**src/rtl/mem_stage_lsu.sv**
```systemverilog
// mem_stage_lsu: memory-stage load/store unit driving a valid/ready dmem handshake and formatting load data
`ifndef DATA_WIDTH
`define DATA_WIDTH 32
`endif
module mem_stage_lsu #(
  parameter int RSP_TIMEOUT = 255
) (
  input  logic                   clk,
  input  logic                   rst_n,
  input  logic                   valid_m_i,
  input  logic                   mem_read_m_i,
  input  logic                   mem_write_m_i,
  input  logic [2:0]             funct3_m_i,
  input  logic [`DATA_WIDTH-1:0] alu_result_m_i,
  input  logic [`DATA_WIDTH-1:0] write_data_m_i,
  output logic                   stall_m_o,
  output logic [`DATA_WIDTH-1:0] read_data_m_o,
  output logic                   misaligned_o,
  output logic                   bus_err_o,
  output logic                   dmem_req_valid_o,
  input  logic                   dmem_req_ready_i,
  output logic                   dmem_req_we_o,
  output logic [`DATA_WIDTH-1:0] dmem_req_addr_o,
  output logic [3:0]             dmem_req_be_o,
  output logic [`DATA_WIDTH-1:0] dmem_req_wdata_o,
  input  logic                   dmem_rsp_valid_i,
  input  logic [`DATA_WIDTH-1:0] dmem_rsp_rdata_i
);
  localparam int DW = `DATA_WIDTH;
  localparam int CW = $clog2(RSP_TIMEOUT + 1);
  typedef enum logic [1:0] {IDLE, REQ, RESP, DONE} state_t;
  state_t state, state_nx;
  logic [CW-1:0] cnt;
  logic [DW-1:0] addr_q, wdata_q, wdata_d, shifted, fmt;
  logic [3:0] be_q, be_d;
  logic [2:0] f3_q;
  logic we_q, is_b, is_h, mis, start, acc, tmo;
  // bu/hu encodings are load-only; as store sizes they fall back to word
  always_comb begin
    is_b = funct3_m_i == 3'b000 || (!mem_write_m_i && funct3_m_i == 3'b100);
    is_h = funct3_m_i == 3'b001 || (!mem_write_m_i && funct3_m_i == 3'b101);
    mis = is_h ? alu_result_m_i[0] : !is_b && alu_result_m_i[1:0] != 2'b00;
    misaligned_o = valid_m_i && (mem_read_m_i || mem_write_m_i) && mis;
    start = valid_m_i && (mem_read_m_i || mem_write_m_i) && !mis;
    be_d = is_b ? 4'b0001 << alu_result_m_i[1:0] : is_h ? 4'b0011 << {alu_result_m_i[1], 1'b0} : 4'b1111;
    wdata_d = is_b ? {4{write_data_m_i[7:0]}} : is_h ? {2{write_data_m_i[15:0]}} : write_data_m_i;
    shifted = dmem_rsp_rdata_i >> {addr_q[1:0], 3'b000};
    fmt = f3_q == 3'b000 ? {{(DW-8){shifted[7]}}, shifted[7:0]} :
          f3_q == 3'b100 ? {{(DW-8){1'b0}}, shifted[7:0]} :
          f3_q == 3'b001 ? {{(DW-16){shifted[15]}}, shifted[15:0]} :
          f3_q == 3'b101 ? {{(DW-16){1'b0}}, shifted[15:0]} : shifted;
    acc = state == REQ && dmem_req_ready_i;
    tmo = state == RESP && !dmem_rsp_valid_i && cnt == CW'(RSP_TIMEOUT);
    state_nx = state == IDLE ? (start ? REQ : IDLE) :
               state == REQ  ? (acc ? (we_q ? DONE : RESP) : REQ) :
               state == RESP ? (dmem_rsp_valid_i || tmo ? DONE : RESP) : IDLE;
    stall_m_o = (state == IDLE && start) || state == REQ || state == RESP;
    dmem_req_valid_o = state == REQ;
  end
  assign dmem_req_we_o = we_q;
  assign dmem_req_addr_o = {addr_q[DW-1:2], 2'b00};
  assign dmem_req_be_o = be_q;
  assign dmem_req_wdata_o = wdata_q;
  always_ff @(posedge clk or negedge rst_n)
    if (!rst_n) begin
      state <= IDLE;
      cnt <= '0;
      addr_q <= '0;
      wdata_q <= '0;
      be_q <= '0;
      f3_q <= '0;
      we_q <= 1'b0;
      read_data_m_o <= '0;
      bus_err_o <= 1'b0;
    end else begin
      state <= state_nx;
      cnt <= state == RESP ? cnt + 1'b1 : '0;
      bus_err_o <= tmo;
      if (state == IDLE && start) begin
        addr_q <= alu_result_m_i;
        wdata_q <= wdata_d;
        be_q <= be_d;
        f3_q <= funct3_m_i;
        we_q <= mem_write_m_i;
      end
      if (state == RESP && (dmem_rsp_valid_i || tmo))
        read_data_m_o <= dmem_rsp_valid_i ? fmt : '0;
    end
endmodule

```
**config.mk**
```make
export PLATFORM = sky130hd
export DESIGN_NAME = mem_stage_lsu
export DESIGN_NICKNAME = d
export VERILOG_FILES = /design/src/rtl/mem_stage_lsu.sv
export SDC_FILE = /design/constraint.sdc
export NUM_CORES = 1
export LEC_CHECK = 0
export CAP_MARGIN = 20
export CELL_PAD_IN_SITES_DETAIL_PLACEMENT = 0
export CELL_PAD_IN_SITES_GLOBAL_PLACEMENT = 2
export CORE_MARGIN = 2
export CORE_UTILIZATION = 30
export DETAILED_ROUTE_END_ITERATION = 16
export PLACE_DENSITY = 0.95
export SLEW_MARGIN = 15
export SYNTH_ARGS = -nofsm -noshare
export SYNTH_HDL_FRONTEND = slang
export SYNTH_SLANG_ARGS = --single-unit
export TNS_END_PERCENT = 100
```
**constraint.sdc**
```tcl
create_clock -name clk -period 3.19 [get_ports clk]
set_input_delay 0.957 -clock clk [delete_from_list [all_inputs] [get_ports clk]]
set_output_delay 0.957 -clock clk [all_outputs]
set_load 0.02 [all_outputs]
```
=== After elaboration in Yosys (flattened, before gate mapping) ===
Index checks and enable logic that the tools add are counted.
Widths: inputs -> output; s select.

* Bits in registers: 115
* Bits of input ports: 106
* Output and inout bits: 105
* Word-level logic and storage cells: 65

* $add $sub $neg: 1
* Eq/ne operators: 9
* Shift-type cells: 3
* Mux-type cells: 18
* Reductions and logical operators: 25

{| class="wikitable"
|+ Operator list
! kind !! count
|-
| $mux 32 || 7
|-
| $shr 32x5->32 || 1
|-
| $eq 3x3->1 const B || 4
|-
| $logic_and 1x1->1 || 11
|-
| $add 8x1->8 const B || 1
|-
| $eq 8x8->1 const B || 1
|-
| $mux 2 || 4
|-
| $mux 4 || 2
|-
| $mux 8 || 1
|-
| $eq 3x1->1 const B || 2
|-
| $logic_not 3->1 || 2
|-
| $logic_or 1x1->1 || 6
|-
| $logic_not 1->1 || 4
|-
| $mux 1 || 4
|-
| $shl 1x2->4 const A || 1
|-
| $shl 2x2->4 const A || 1
|-
| $eq 2x1->1 const B || 1
|-
| $eq 2x2->1 const B || 1
|-
| $logic_not 2->1 || 1
|-
| $reduce_bool 2->1 || 1
|}

=== Depth between registers and ports, before layout ===
Gate-level depths: netlist (run 1).

* Depth after elaboration: 11
* Mapped depth: 7
* Depth with buffers taken out: 5

=== Least setup slack after synthesis (run 1) ===
No wires, ideal clock.

* Path kind: input-to-output
* Start: input port funct3_m_i[2]
* End: output port misaligned_o
* Arrival time: 1935 ps
* Required time: 2233 ps
* Slack: 298 ps
* Cell stages on the path: 5
* Path buffers: 2
* Path through: a21o_1 -> buf_2 -> a2bb2oi_4 -> clkbuf_1 -> nor2_1

* Longest elaborated chain between the ends: 7
* Elaborated cells between the ends (all ways): 12
* Classes of those cells: eq/ne (3); mux (1); reduce/logical (8)

{| class="wikitable"
|+ Ends and longest elaborated chain
! item !! line !! source
|-
| start: declaration || 13 || <nowiki>input logic [2:0] funct3_m_i,</nowiki>
|-
| $eq 3x3->1 || 40 || <nowiki>is_b = funct3_m_i == 3'b000 || (!mem_write_m_i && funct3_m_i == 3'b100);</nowiki>
|-
| $logic_and 1x1->1 || 40 ||
|-
| $logic_or 1x1->1 || 40 ||
|-
| $logic_not 1->1 || 42 || <nowiki>mis = is_h ? alu_result_m_i[0] : !is_b && alu_result_m_i[1:0] != 2'b00;</nowiki>
|-
| $logic_and 1x1->1 || 42 ||
|-
| $mux 1 * || 42 ||
|-
| $logic_and 1x1->1 * || 43 || <nowiki>misaligned_o = valid_m_i && (mem_read_m_i || mem_write_m_i) && mis;</nowiki>
|-
| end: declaration || 18 || <nowiki>output logic misaligned_o,</nowiki>
|}

Every way passes the cells marked *; elsewhere a longest branch is shown, timed or not.

=== Final worst setup path (run 1) ===
* Start: input port funct3_m_i[0]
* End: output port stall_m_o

* Longest elaborated chain between the ends: 11
* Elaborated cells between the ends (all ways): 16
* Classes of those cells: eq/ne (3); mux (1); reduce/logical (12)

{| class="wikitable"
|+ Ends and longest elaborated chain
! item !! line !! source
|-
| $eq 3x3->1 || 40 ||
|-
| $logic_and 1x1->1 || 40 ||
|-
| $logic_or 1x1->1 || 40 ||
|-
| $logic_not 1->1 || 42 ||
|-
| $logic_and 1x1->1 || 42 ||
|-
| $mux 1 * || 42 ||
|-
| $logic_not 1->1 * || 44 || <nowiki>start = valid_m_i && (mem_read_m_i || mem_write_m_i) && !mis;</nowiki>
|-
| $logic_and 1x1->1 * || 44 ||
|-
| $logic_and 1x1->1 * || 57 || <nowiki>stall_m_o = (state == IDLE && start) || state == REQ || state == RESP;</nowiki>
|-
| $logic_or 1x1->1 * (2 in a row) || 57 ||
|-
| end: declaration || 16 || <nowiki>output logic stall_m_o,</nowiki>
|}

Marked as above.

==> impl_metrics.tcl, run 1 <==
set metrics [dict create \
    share_seq_of_total_power_pct 31.4 \
    switching_share_pct 38.1 \
    crit_path_end_kind "output pin" \
    antenna_found_initial 0 \
    grt_setup_unrepaired "false" \
    muxShareOfSynthArea_pct 19.8 \
    report.final.hold_viol_count 0 \
    drc 0 \
    startpoint "funct3_m_i[0]" \
    via_per_inst 4.94 \
    fin_crit_ns 3.11 \
    seqCellArea_mm2 0.00288 \
    yosys.area_share.xor_xnor_pct 0.771 \
    synthAdderAreaFrac_pct 0.220 \
    power_frac_comb_pct 48.1 \
    ant_nets 0 \
    worstPathArrival_ns 2.15 \
    postSynthCellCount 491 \
    fin_tns_setup_ns 0 \
    final_area_mm2 0.00842 \
    cp.required_ns 2.23 \
    die_h_um 142 \
    leakage_nw 3.61 \
    area_growth_pct 48.1 \
    power_frac_clock_pct 20.4 \
    hp-start "read_data_m_o[7]" \
    drive_above_1_share_pct 17.8 \
    cts_root_buf "clkbuf_16" \
    clk_pin_slew_ns 0.05 \
    grt_pass1_wl_mm 26.8 \
    ctsHoldBuffers 0 \
    final_common_cell "clkdlybuf4s50_1" \
    place_inst 894 \
    run_status "complete, no violations" \
    grt_pass1_vias 4955 \
    worst-path-max-fanout 3 \
    routed_wl_mm 16.7 \
    crit_slowest_cell "clkdlybuf4s50_1" \
    rows 50 \
    cp_top_family "buffers and inverters" \
    path_buf_inv 2 \
    first_pass_iters 4 \
    cts_tree "built" \
    numClockSinks 115 \
    dp_hpwl_mm 12.4 \
    grt_usage_pct 17.2 \
    drt_iter0_drc 272 \
    syn-cell-area_mm2 0.00568 \
    p_switching_mw 3.14 \
    max_freq_mhz 322 \
    critical-path-max-stage-delay_ns 0.53 \
    vias 4577 \
    avgSynthCellArea_um2 11.6 \
    synth_cell_types 45 \
    cap_violations 0 \
    layout_common_cells "clkdlybuf4s50_1 (202), dfrtp_1 (115), mux2_2 (55)" \
    worstSetupStartpointType "input port" \
    core_mm2 0.0186 \
    synth_compound_area_share_pct 15.7 \
    synth-simple-area-share_pct 5.15 \
    clock_skew_ns 0.00496 \
    min_period_over_period_pct 97.4 \
    gp_congestion 0.855 \
    worst_slack_ns 0.0840 \
    crit_chain "clkdlybuf4s50_1 > a211oi_4 > a2bb2oi_4 > a211o_1 > buf_2" \
    tightest_slew_ns 0.618 \
    multi_input_area_mm2 0.00239 \
    cts_inserted_buffers 17 \
    port_buffers 208 \
    place_ws_ns -0.502 \
    antenna_cells 0 \
    final_max_slew_viol_count 0 \
    dieArea_mm2 0.0201 \
    ios 211 \
    r2r_start "addr_q[1]" \
    grt_max_degree 74 \
    final_cell_count_no_fill 926 \
    setup_viol 0 \
    power.total_mw 8.25 \
    final_net_count 787 \
    start_util_pct 30.5 \
    synth_seq_area_share_pct 50.6 \
    fp.dieW_um 142 \
    synth-seq-cells 115 \
    path_class "in -> out" \
    nFillCells 1714 \
    max-vdd-ir-drop_mv 0.471 \
    fin_util_pct 45.1 \
    place_area_mm2 0.00789 \
    cts_buffer_depth 2 \
    p_int_mw 5.11 \
    powerDensity_mw_per_mm2 980 \
    worst_skew_pair.late_latency_ns 0.41 \
    wl_per_cell_um 18.0 \
    hp-class "reg -> reg" \
    synth_top_family_by_area "multiplexers" \
    ys_warn_count 0 \
    htreeDepth 4 \
    holdWs_ns 0.490 \
    max_slew_margin_pct 58.6 \
    overflow 0 \
]
## logic make-up after synthesis
kind of cell | Yosys count
flops | 115
compound gates | 127
fa+ha+maj | 1
xor+xnor | 5
buf+inv | 74
mux | 104
simple gates | 64
other cells | 1
## flip-flops by register name, summed over array words and instances (netlist names), named ones only
name,flops
addr_q,32
dmem_req_wdata_o,32
read_data_m_o,32
cnt,8
dmem_req_be_o,4
f3_q,3
bus_err_o,1
dmem_req_we_o,1
state,1
## synthesized netlist by cell type (all sizes together)
library cell  number  area (um^2)
a211o              1         8.76
a211oi             1         12.5
a21o               9         67.6
a21oi             52          260
a22o               8         70.1
a22oi              1         7.51
a2bb2oi            1         26.3
a31oi             16          100
and2               2         12.5
and3               2         12.5
buf               44          324
clkbuf            19         71.3
conb               1         3.75
dfrtp            115         2880
ha                 1         12.5
inv               11         41.3
mux2              56          631
mux2i             47          470
mux4               1         22.5
nand2             13         48.8
nand2b             3         18.8
nand3              3         15.0
nand3b             1         7.51
nand4              2         12.5
nor2              30          113
nor2b              3         18.8
nor3               2         15.0
nor4               1         6.26
o2111a             7         78.8
o211ai             2         20.0
o21ai             11         55.1
o21bai             1         18.8
o2bb2ai           16          140
o311ai             1         26.3
or2                1         6.26
or3                1         6.26
xnor2              1         8.76
xor2               4         35.0
## path summary, 6_finish.rpt
check / slack [ns] / to / depth (start not counted)
min in group asynchronous: 0.55 / read_data_m_o[12] / 1
min: 0.49 / read_data_m_o[7] / 1
max reg2reg: 1.08 / read_data_m_o[24] / 4
max: 0.08 / stall_m_o / 5
max in group asynchronous: 1.83 / addr_q[17] / 2
min reg2reg: 0.49 / read_data_m_o[7] / 1
## cell type report
class                   instances  area share, %
clock inverters                13           1.07
well taps                     234           3.48
inverters                      11          0.491
clock buffers                  18           5.22
repair buffers                232           27.1
multi-input cells             303           28.4
flip-flops and latches        115           34.2
## layer usage
layer  track usage, %  routed length (um)  vias to the layer above
met4             5.63                 251                        0
met2             28.7                8200                      199
met1             20.6                6800                     2235
li1                 -                   -                     2125
met5                0                   0                        -
met3             6.61                1460                       18
## power groups by stage
stage               clock (mW)  combinational, mW  sequential (mW)
finish                    1.68               3.97             2.59
global route              1.81               4.23             2.68
CTS                       1.73               4.01             2.60
detailed placement           0               4.01             2.60
global placement             0               3.96             2.57
floorplan                    0               1.97             2.98
## repair_timing
item                                   in CTS  in global routing
pin swaps                                   2                  1
gates resized for setup                    14                  0
setup endpoints to repair                   2                  2
setup buffers                               1                  0
gates cloned                                0                  0
endpoints found under the hold margin       0                  0
(Power assumes the default switching activity.)
==> run 2, diff against run 1 <==
- REMOVE_ABC_BUFFERS: unset -> 1
==> run 2 against run 1 <==
Against the previous run:
- sequential share of layout area down 0.17 points
- sequential power decreased by 2%
- non-clock buffer count is 1 lower
- clock skew increased by 0.0039 ns
- global-route usage shrank 0.29 points
- design area rose by 0.51%
- first-iteration DRC count decreased by 43%
- critical path depth up 1
- core utilization rose by 0.23 points
- critical endpoint is now misaligned_o
- largest cell class unchanged
==> impl_metrics.tcl, run 2 (synthesized netlist as in run 1, its figures left out) <==
set metrics [dict create \
    leakage_nw 3.64 \
    ctsHoldBuffers 0 \
    ios 211 \
    final_cell_count_no_fill 926 \
    cts_tree "built" \
    fin_util_pct 45.4 \
    run_status "complete, no violations" \
    critical-path-max-stage-delay_ns 0.32 \
    worst_slack_ns 0.103 \
    final_area_mm2 0.00846 \
    layout_common_cells "clkdlybuf4s50_1 (201), dfrtp_1 (115), mux2_2 (55)" \
    crit_chain "dlygate4sd2_1 > a211oi_2 > a2bb2oi_4 > buf_4 > nor2_1 > buf_2" \
    setup_viol 0 \
    dieArea_mm2 0.0201 \
    min_period_over_period_pct 96.8 \
    worst_skew_pair.late_latency_ns 0.41 \
    grt_max_degree 51 \
    final_common_cell "clkdlybuf4s50_1" \
    max-vdd-ir-drop_mv 0.580 \
    max_freq_mhz 324 \
    cp.required_ns 2.23 \
    place_area_mm2 0.00790 \
    crit_slowest_cell "a211oi_2" \
    postCtsSetupBuffers 0 \
    rows 50 \
    grt_pass1_vias 4948 \
    final_net_count 786 \
    port_buffers 208 \
    drt_iter0_drc 154 \
    die_h_um 142 \
    clk_pin_slew_ns 0.06 \
    place_inst 894 \
    cts_root_buf "clkbuf_16" \
    fin_crit_ns 3.09 \
    worstSetupStartpointType "input port" \
    worstPathArrival_ns 2.13 \
    final_max_slew_viol_count 0 \
    hp-class "in -> async" \
    cap_violations 0 \
    ant_nets 0 \
    path_buf_inv 3 \
    path_class "in -> out" \
    cts_buffer_depth 2 \
    drc 0 \
    place_ws_ns -0.634 \
    grt_setup_unrepaired "false" \
    max_slew_margin_pct 50.3 \
    area_growth_pct 48.9 \
    tightest_slew_ns 0.745 \
    reg2regPathDepth 5 \
    gp_congestion 0.823 \
    antenna_cells 0 \
    clock_skew_ns 0.00884 \
    routed_wl_mm 16.7 \
    cts_inserted_buffers 17 \
    numClockSinks 115 \
    crit_path_end_kind "output pin" \
    powerDensity_mw_per_mm2 993 \
    via_per_inst 4.94 \
    dp_hpwl_mm 12.5 \
    vias 4576 \
    power.total_mw 8.40 \
    fp.dieW_um 142 \
    holdWs_ns 0.454 \
    drive_above_1_share_pct 17.9 \
    overflow 0 \
    path_depth 6 \
    worst-path-max-fanout 2 \
    grt_pass1_wl_mm 26.4 \
    grt_usage_pct 16.9 \
    htreeDepth 4 \
    antenna_found_initial 0 \
    cp_top_family "buffers and inverters" \
    report.final.hold_viol_count 0 \
    start_util_pct 30.5 \
    wl_per_cell_um 18.0 \
    fin_tns_setup_ns 0 \
    first_pass_iters 4 \
    core_mm2 0.0186 \
]
[run 2: cell types whose count changed in the layout (fill, tap and decap cells not counted), sizes merged]
cell | previous run | this run
clkdlybuf4s50 | 202 | 201
clkinvlp | 7 | 3
clkdlybuf4s15 | 0 | 1
clkinv | 6 | 3
buf | 27 | 26
inv | 11 | 19
clkbuf | 18 | 17
bufinv | 0 | 1
[run 2: worst paths after layout]
| check | slack (ns) | to | from |
|---|---|---|---|
| setup / recovery | 0.10 | misaligned_o | funct3_m_i[0] |
| hold / removal | 0.45 | addr_q[6] | rst_n |
| setup reg to reg | 1.28 | read_data_m_o[31] | addr_q[1] |
| hold reg to reg | 0.48 | read_data_m_o[7] | read_data_m_o[7] |
| max in group asynchronous | 2.01 | read_data_m_o[29] | rst_n |
| min in group clk | 0.48 | read_data_m_o[7] | read_data_m_o[7] |
[run 2: worst reg2reg max path: cells and delay by family, from the launching register on]
family | cells | cell delay [ns]
simple gates | 2 | 0.85
buf+inv | 1 | 0.25
flops | 1 | 0.41
compound gates | 2 | 0.34
[run 2: metal layers]
| metal | up-vias | GRT usage (%) | part of all wire (%) |
|---|---|---|---|
| met5 | - | 0 | 0 |
| met4 | 0 | 5.84 | 2.0 |
| met3 | 21 | 7.63 | 9.7 |
| met2 | 188 | 27.5 | 47 |
| met1 | 2241 | 20.0 | 42 |
| li1 | 2126 | - | - |
[run 2: layout make-up]
class / instances / area [um^2]
Clock buffer: 17 / 425
Clock inverter: 15 / 148
Fill cell: 1741 / 10200
Inverter: 11 / 41.3
Multi-Input combinational cell: 303 / 2380
Sequential cell: 115 / 2880
Tap cell: 234 / 293
Timing Repair Buffer: 231 / 2290
[run 2: report_power, final]
group	switching, mW	internal (mW)	total (mW)	leakage, nW
Combinational	2.05	1.98	4.03	1.98
Clock	0.738	1.09	1.83	0.274
Sequential	0.408	2.13	2.54	1.39
Total	3.20	5.20	8.40	3.64
[run 2: timing repair]
item,in CTS,in global routing
pin swaps,2,0
gates resized for setup,14,1
setup endpoints to repair,2,1
==> run 3, diff against run 2 <==
- CTS_CLUSTER_SIZE: unset -> 25
==> results of run 3 <==
Same layout as run 2: the final DEF is identical, and so are final timing and power.
